===== src/rtl/uart_pkg.sv =====
// Shared definitions for the UART transmitter arbiter: data width, requester limit
// and the controller state encoding.
package uart_pkg;

    localparam int unsigned UART_DATA_W      = 8;
    localparam int unsigned UART_ARB_MAX_REQ = 8;

    typedef enum logic [2:0] {
        IDLE,
        LAUNCH,
        WAIT_BUSY,
        WAIT_DONE,
        DRAIN
    } uart_arb_state_e;

endpackage


===== src/rtl/uart_rr_picker.sv =====
// Combinational request picker: first set request at or after ptr (rr=1), or
// lowest set index (rr=0). Returns a one-hot grant, its index and a valid flag.
module uart_rr_picker #(
    parameter int unsigned NUM_REQ = 4,
    parameter int unsigned IDX_W   = $clog2(NUM_REQ)
) (
    input  logic               rr,
    input  logic [IDX_W-1:0]   ptr,
    input  logic [NUM_REQ-1:0] req,
    output logic [NUM_REQ-1:0] grant_c,
    output logic [IDX_W-1:0]   idx_c,
    output logic               valid_c
);

    int unsigned cand;

    // Walk the requesters once, starting at the rotation point, wrapping at NUM_REQ.
    always_comb begin
        grant_c = '0;
        idx_c   = '0;
        valid_c = 1'b0;
        cand    = 0;
        for (int unsigned k = 0; k < NUM_REQ; k++) begin
            cand = (rr ? 32'(ptr) : 32'd0) + k;
            if (cand >= NUM_REQ) begin
                cand = cand - NUM_REQ;
            end
            if (!valid_c && req[IDX_W'(cand)]) begin
                valid_c                  = 1'b1;
                grant_c[IDX_W'(cand)]    = 1'b1;
                idx_c                    = IDX_W'(cand);
            end
        end
    end

endmodule


===== src/rtl/uart8_tx_arbiter.sv =====
// Shares one 8-bit UART transmitter among NUM_REQ byte sources and sequences one frame
// per grant. Define UART8_TX_ARB_RR_EN for round-robin arbitration (default: fixed priority).
module uart8_tx_arbiter
    import uart_pkg::*;
#(
    parameter  int unsigned NUM_REQ = 4,
    localparam int unsigned IDX_W   = $clog2(NUM_REQ)
) (
    input  logic                           clk,
    input  logic                           rst,
    input  logic                           en,
    input  logic [NUM_REQ-1:0]             req,
    input  logic [UART_DATA_W*NUM_REQ-1:0] req_data,
    output logic [NUM_REQ-1:0]             ack,
    output logic [NUM_REQ-1:0]             tx_complete,
    output logic                           active,
    output logic                           tx_en,
    output logic                           tx_start,
    output logic [UART_DATA_W-1:0]         tx_in,
    input  logic                           tx_busy,
    input  logic                           tx_done
);

    uart_arb_state_e          state_q, state_d;
    logic [NUM_REQ-1:0]       ack_d, complete_d;
    logic                     start_d, active_d;
    logic [UART_DATA_W-1:0]   tx_in_d;
    logic [IDX_W-1:0]         w_q, w_d;

    logic [NUM_REQ-1:0]       pick_grant;
    logic [IDX_W-1:0]         pick_idx;
    logic                     pick_valid;
    logic                     rr_mode;
    logic [IDX_W-1:0]         rr_ptr;
    logic                     grant_go;
    logic [UART_DATA_W-1:0]   data_arr [NUM_REQ];

    assign tx_en    = en;
    assign grant_go = (state_q == IDLE) && en && pick_valid && !tx_busy;

    for (genvar i = 0; i < NUM_REQ; i++) begin : g_data
        assign data_arr[i] = req_data[i*UART_DATA_W +: UART_DATA_W];
    end

    uart_rr_picker #(
        .NUM_REQ (NUM_REQ),
        .IDX_W   (IDX_W)
    ) u_picker (
        .rr      (rr_mode),
        .ptr     (rr_ptr),
        .req     (req),
        .grant_c (pick_grant),
        .idx_c   (pick_idx),
        .valid_c (pick_valid)
    );

`ifdef UART8_TX_ARB_RR_EN
    logic [IDX_W-1:0] ptr_q, ptr_d;

    assign rr_mode = 1'b1;
    assign rr_ptr  = ptr_q;

    // Rotation point moves just past the most recent winner.
    always_comb begin
        ptr_d = ptr_q;
        if (grant_go) begin
            ptr_d = (pick_idx == IDX_W'(NUM_REQ - 1)) ? '0 : pick_idx + IDX_W'(1);
        end
    end

    always_ff @(posedge clk) begin
        if (rst) begin
            ptr_q <= '0;
        end else begin
            ptr_q <= ptr_d;
        end
    end
`else
    assign rr_mode = 1'b0;
    assign rr_ptr  = '0;
`endif

    // Next-state and next-output logic; every output is registered below.
    always_comb begin
        state_d    = state_q;
        ack_d      = '0;
        complete_d = '0;
        start_d    = 1'b0;
        active_d   = active;
        tx_in_d    = tx_in;
        w_d        = w_q;
        unique case (state_q)
            IDLE: begin
                if (grant_go) begin
                    ack_d    = pick_grant;
                    tx_in_d  = data_arr[pick_idx];
                    active_d = 1'b1;
                    w_d      = pick_idx;
                    state_d  = LAUNCH;
                end
            end
            LAUNCH: begin
                start_d = 1'b1;
                state_d = WAIT_BUSY;
            end
            WAIT_BUSY: begin
                // A transmitter that finishes before ever showing busy still completes the frame.
                if (tx_done) begin
                    complete_d = NUM_REQ'(1) << w_q;
                    active_d   = 1'b0;
                    state_d    = DRAIN;
                end else if (tx_busy) begin
                    state_d = WAIT_DONE;
                end
            end
            WAIT_DONE: begin
                if (tx_done) begin
                    complete_d = NUM_REQ'(1) << w_q;
                    active_d   = 1'b0;
                    state_d    = DRAIN;
                end
            end
            DRAIN: begin
                state_d = IDLE;
            end
            default: begin
                state_d = IDLE;
            end
        endcase
    end

    always_ff @(posedge clk) begin
        if (rst) begin
            state_q     <= IDLE;
            ack         <= '0;
            tx_complete <= '0;
            tx_start    <= 1'b0;
            active      <= 1'b0;
            tx_in       <= '0;
            w_q         <= '0;
        end else begin
            state_q     <= state_d;
            ack         <= ack_d;
            tx_complete <= complete_d;
            tx_start    <= start_d;
            active      <= active_d;
            tx_in       <= tx_in_d;
            w_q         <= w_d;
        end
    end

endmodule

===== config.mk =====
export PLATFORM = sky130hd
export DESIGN_NAME = uart8_tx_arbiter
export DESIGN_NICKNAME = d
export VERILOG_FILES = /design/src/rtl/uart_pkg.sv /design/src/rtl/uart_rr_picker.sv /design/src/rtl/uart8_tx_arbiter.sv
export SDC_FILE = /design/constraint.sdc
export NUM_CORES = 1
export LEC_CHECK = 0
export ABC_AREA = 1
export BUFFER_PORTS_ARGS = -buffer_cell sky130_fd_sc_hd__buf_2
export CAP_MARGIN = 10
export CORE_MARGIN = 4
export CORE_UTILIZATION = 25
export CTS_CLUSTER_SIZE = 14
export DETAILED_ROUTE_END_ITERATION = 7
export PLACE_DENSITY = 0.54
export SYNTH_ARGS = -nofsm -noshare
export SYNTH_HDL_FRONTEND = slang
export SYNTH_SLANG_ARGS = --single-unit
export TNS_END_PERCENT = 100

===== constraint.sdc =====
create_clock -name clk -period 2 [get_ports clk]
set_input_delay 0.3 -clock clk [delete_from_list [all_inputs] [get_ports clk]]
set_output_delay 0.3 -clock clk [all_outputs]
set_load 0.02 [all_outputs]

==> results.tsv, run 1 <==
metric	value	unit
Yosys reg bits	23	
vias post-DR	1355	
fraction of layout cells with a size suffix above 1	27.0	%
startpoint class of the critical path	flip-flop	
Clock Skew	7.38	ps
Setup crit start	state_q[1]	
post-DR vias/cell	3.99	
Hold Buf Count CTS	0	
min cycle time layout	1340	ps
top sig layer	met4	
cell chosen for the clock root	clkbuf_8	
Starting Density	25.7	%
Cell variety after synth	23	
Post-Syn Nets	254	
vias in the first global route	1301	
Port Buffers	59	
final hold vios	0	
top cell type's share of synthesized area	35.1	%
First-pass DRT Iterations	4	
Ports	60	
Pins Over Slew Limit	0	
global placer's final weighted congestion	0.797	
post-synthesis cell count	213	
RSZ-0062 raised after global routing	no	
GRT Residual Overflow	0	
CP dominant cell by count	nor2_1	
syn avg cell area	6.16	sq um
DRC	0	
Least-Margin Pin Slew	493	ps
top cells by area in the synthesized netlist	dfxtp_1, nand2_1, inv_1	
global-route usage over all layers	11.1	%
WL met1	1680	microns
clock latency on the worst-skew pair	270	ps
peak supply drop	0.000256	V
Synth-to-Final Area Change	28.9	%
drt wl/cell	10.2	microns
number of routed nets with antenna violations	0	
Overall Power	0.00123	W
Chip Height	80.5	microns
Reg clk slew, reported paths	90	ps
crit path kind	flip-flop to flip-flop	
Inst Count DP	336	
Fillers	580	
initial antenna violation count	0	
total negative slack for setup checks	0	ps
Final setup viols	0	
Initial DRC Count	23	
max incr delay on CP	330	ps
Leak	1.01	nW
dpl cell area	1650	sq um
Finished Core Util	33.1	%
Yosys top cell by area	dfxtp_1	
Routed met2 length	1560	microns
worst hold path startpoint	rst	
CTS sink count	23	
largest net degree at the start of global routing	27	
FF-to-FF Start	state_q[1]	
first-pass GRT wire length	5710	microns
critical path cell sequence	nor2_1 > nand2_1 > nor2_2 > nand2_4 > inv_4 > nand2_1 > nor2_1 > nor2_1	
final wirelength	3470	microns
n_diodes	0	
post-synthesis sequential area ratio	35.1	%
Setup Buffers After CTS	0	
post-CTS sizing	0	
Synth Cell Area	1310	sq um
Row Count	26	
Max Cap Viol	0	
Crit Path Max Fanout	17	
core area	5110	sq um
hpwl dp	2700	microns
Max Clock Freq	745	MHz
die area	6470	sq um
worst hold path type	primary input to flip-flop	
Die Wd	80.5	microns
Worst Setup End Kind	flip-flop	
deepest clock path buffer count	2	
final period utilization	67.1	%
PD cells	729	nW/um^2
status	completed	
CTS buffer count	3	
Data arrival, critical path	1500	ps
metal3 WL	201	microns
Syn. warnings	0	
Cell Count, Final, Fillers Out	340	
Slew headroom	67.0	%
slowest cell on the critical path	dfxtp_1	
nets	312	
H-tree Lvls	1	
Final Cell Area	1690	sq um
CTS tree	done	
Required @ worst endpoint	2160	ps
## placed cells by master, fill, tap and decap left out, drive strengths merged
cell	count
buf	59
nand2	62
o211ai	1
nand3	10
clkinv	1
nor2	39
o21ai	13
nand3b	1
clkbuf	4
inv	44
nor3	1
a21oi	12
dfxtp	23
## sequential cells by signal, summed over array words and instances, names as in the netlist
register     count
tx_start         1
w_q              2
active           1
ack              4
tx_complete      4
tx_in            8
state_q          3
## power by group
| part | internal (W) | switching, W | total, W |
|---|---|---|---|
| clock | 0.000142 | 0.000153 | 0.000295 |
| sequential | 0.000517 | 0.0000297 | 0.000547 |
| combinational | 0.000141 | 0.000251 | 0.000392 |
| total | 0.000800 | 0.000433 | 0.00123 |
## kinds of logic (layout without fill, tap and decap cells)
kind of cell	Yosys count	count (layout)	share of synthesized area, %
and+or+nand+nor	113	113	37.2
DFF	23	23	35.1
buffers and inverters	51	108	16.8
AOI/OAI and AO/OA	26	26	11.0
## cell usage after synthesis
master and instances:
nand3_2 1, o21ai_0 4, inv_4 1, o21ai_4 1, o21ai_1 8, clkbuf_1 1, dfxtp_1 23, buf_6 2
inv_1 43, buf_4 3, nand3_1 8, nor3_1 1, nand3b_2 1, nand2_2 3, o211ai_1 1, a21oi_1 12
nor2_1 37, nor2_2 1, nand2_1 58, clkinv_1 1, nand2_4 1, nand3_4 1, nor2_4 1
## critical path, delay by kind of cell (launching register included)
| kind | cells | cell delay, ps |
|---|---|---|
| buffers and inverters | 1 | 170 |
| flip-flops | 1 | 330 |
| AND/OR/NAND/NOR | 7 | 730 |
## metrics by stage
stage	hold WS (ps)	setup slack, ps
floorplan	377	814
global placement	430	472
detailed placement	428	428
CTS	212	648
global route	232	524
finish	215	657
## final timing paths
| kind | endpoint | slack, ps | depth (start not counted) |
|---|---|---|---|
| worst max-delay path | tx_in[5] | 660 | 8 |
| worst min register to register | tx_complete[0] | 440 | 1 |
| worst min-delay path | tx_start | 220 | 2 |
| worst max register to register | tx_in[5] | 660 | 8 |
## cell type report
class	count	area, sq um	share of cell area [%]
Inverter	45	171	10.1
Timing Repair Buffer	59	295	17.5
Clock buffer	4	45.0	2.66
Multi-Input combinational cell	139	632	37.4
Tap cell	70	87.6	5.18
Sequential cell	23	460	27.2
## per-layer routing
layer	vias to the layer above	track usage [%]
li1	746	-
met1	566	14.1
met2	41	18.7
met3	2	2.02
met4	0	3.55
met5	-	0
(Power assumes the default switching activity.)
==> run 2: changes to the inputs <==
--- a/config.mk
+++ b/config.mk
@@ -12,7 +12,7 @@
 export CORE_UTILIZATION = 25
 export CTS_CLUSTER_SIZE = 14
 export DETAILED_ROUTE_END_ITERATION = 7
-export PLACE_DENSITY = 0.54
+export PLACE_DENSITY = 0.56
 export SYNTH_ARGS = -nofsm -noshare
 export SYNTH_HDL_FRONTEND = slang
 export SYNTH_SLANG_ARGS = --single-unit
==> constraint.sdc (replaced) <==
create_clock -name clk -period 1.1 [get_ports clk]
set_input_delay 0.165 -clock clk [delete_from_list [all_inputs] [get_ports clk]]
set_output_delay 0.165 -clock clk [all_outputs]
set_load 0.02 [all_outputs]
==> run 2 against run 1 <==
The run now ends with setup timing left; power increased by 98%; first-iteration DRC count grew 150%; clock power rose by 76%; largest power group unchanged.
==> results.tsv, run 2 (synthesized netlist as in run 1, its figures left out) <==
metric	value	unit	change
hold-critical path depth	2		unchanged
Clock Power Share	21.2	%	-2.7 points
DP Worst Slack	-148	ps	-575 ps
peak supply drop	0.000624	V	+140%
dpl cell area	1800	sq um	+9.2%
number of routed nets with antenna violations	0		unchanged
Fin Hold WS	112	ps	-103 ps
drt wl/cell	10.2	microns	about the same
Row Count	26		unchanged
cell chosen for the clock root	clkbuf_8		
core area	5110	sq um	unchanged
Psw	0.000867	W	+100%
Top delay family on crit path	simple AND/OR/NAND/NOR gates		
critical path cell sequence	nor2_4 > nand2_2 > nor2_4 > nand2_4 > inv_4 > nand2_1 > nor2_2 > nor2_1		
Final setup viols	15		+15
final wirelength	3690	microns	+6.5%
Clock Skew	2.76	ps	-4.62 ps
logic gate share of total power	38.0	%	+6.2 points
deepest clock path buffer count	2		unchanged
Max Clock Freq	865	MHz	+16%
FF-to-FF Start	state_q[2]		
final period utilization	105	%	+38 points
startpoint class of the critical path	flip-flop		
Port Buffers	59		unchanged
RSZ-0062 raised after global routing	yes		
Leak	1.14	nW	+12%
First-pass DRT Iterations	4		unchanged
slowest cell on the critical path	dfxtp_2		
CTS sink count	23		unchanged
Ports	60		unchanged
Least-Margin Pin Slew	294	ps	-198 ps
hpwl dp	2890	microns	+7.3%
final hold vios	0		unchanged
PD cells	1250	nW/um^2	+72%
Starting Density	25.7	%	unchanged
max reg flops	8		unchanged
H-tree Lvls	1		unchanged
die area	6470	sq um	unchanged
Hold Buf Count CTS	0		unchanged
nets	334		+7.1%
Reg clk slew, reported paths	80	ps	about the same
Finished Core Util	38.3	%	+5.1 points
clock latency on the worst-skew pair	260	ps	about the same
worst hold path type	primary input to flip-flop		
Internal Pwr Total	0.00158	W	+97%
Final Cell Area	1950	sq um	+16%
most flop-heavy register	tx_in		
first-pass GRT wire length	6060	microns	+6.2%
Largest regs	tx_in: 8 flops, ack: 4 flops, tx_complete: 4 flops		
setup ws final	-55.9	ps	-713 ps
Synth-to-Final Area Change	48.9	%	
Reg power frac	40.8	%	-3.5 points
Pins Over Slew Limit	0		unchanged
worst hold path startpoint	rst		
most frequent cells in the layout	buf_2, nand2_1, inv_1, nor2_1, dfxtp_1		
global placer's final weighted congestion	0.838		+5.1%
Die Wd	80.5	microns	unchanged
vias in the first global route	1331		+2.3%
CP dominant cell by count	nor2_4		
Initial DRC Count	57		+150%
CTS tree	done		
failing checks	setup timing		
Chip Height	80.5	microns	unchanged
r2r endpoint	tx_in[1]		
initial antenna violation count	0		unchanged
CTS buffer count	3		unchanged
Slew headroom	80.4	%	+13 points
global-route usage over all layers	11.9	%	+0.82 points
total negative slack for setup checks	-530	ps	-530 ps
vias post-DR	1444		+6.6%
most common cell after layout, fill and taps aside	buf_2		
min cycle time layout	1160	ps	-187 ps
Worst Setup End Kind	flip-flop		
fraction of layout cells with a size suffix above 1	40.4	%	+13 points
DRC	0		unchanged
Required @ worst endpoint	1260	ps	-900 ps
largest net degree at the start of global routing	14		-48%
max incr delay on CP	340	ps	about the same
Max Cap Viol	0		unchanged
status	finished, violations left		
Buffers & Inverters on Critical Path	1		unchanged
Data arrival, critical path	1310	ps	-190 ps
crit path kind	flip-flop to flip-flop		
GRT Residual Overflow	0		unchanged
worst reg-to-reg setup slack	-60	ps	-710 ps
post-DR vias/cell	3.99		about the same
sw frac	35.5	%	+0.34 points
Crit Path Max Fanout	6		-11
R2R depth	8		unchanged
n_diodes	0		unchanged
Hold EP	tx_start		
-- run 2: cell types whose count changed in the layout (fill, tap and decap cells not counted), moves of 3 or more --
cell     before  now
nor2_2        1    7
nor2_1       37   28
nor2_4        1    4
buf_4         0   18
nand2_1      58   50
nand2_2       3   10
-- run 2: repair_timing --
action,in CTS,in global routing
resized for setup,11,18
cloned,1,1
setup endpoints to repair,15,21
buffers inserted,1,1
pin swaps,4,25
-- run 2: worst max-delay path by stage --
| stage | startpoint | end | slack (ps) | depth (start not counted) |
|---|---|---|---|---|
| global route | state_q[2] | tx_in[5] | -130 | 8 |
| floorplan | state_q[2] | tx_in[1] | -70 | 9 |
| CTS | state_q[1] | tx_in[1] | -80 | 8 |
| detailed placement | req[1] | tx_in[7] | -150 | 9 |
| global placement | req[1] | tx_in[0] | -150 | 9 |
| finish | state_q[2] | tx_in[1] | -60 | 8 |
-- run 2: final cells by class --
cell class | instances | area [sq um]
clock buffer | 3 | 41.3
clock inverter | 1 | 5.00
fill | 582 | 3150
inverter | 45 | 176
multi-input combinational | 139 | 707
sequential | 23 | 463
tap | 70 | 87.6
timing repair buffer | 79 | 462
timing repair inverter | 2 | 12.5
-- run 2: power groups by stage --
stage	Clock [W]	Sequential [W]	Combinational, W
finish	0.000518	0.000999	0.000928
global route	0.000593	0.00101	0.00104
CTS	0.000539	0.00100	0.000884
detailed placement	0	0.00101	0.000802
global placement	0	0.00102	0.000799
floorplan	0	0.00110	0.000411
-- run 2: layer usage --
metal	GRT usage, %	share of wire (%)	vias to the layer above
met4	2.03	0.35	0
met2	19.5	47	41
met1	16.0	45	612
li1	-	-	789
met3	2.69	7.0	2
met5	0	0	-
-- run 2: per-stage QoR --
stage	instances	power, W
4_1_cts	360	0.00242
3_3_place_gp	354	0.00181
6_report	362	0.00244
3_5_place_dp	354	0.00182
2_1_floorplan	213	0.00151
5_1_grt	362	0.00264
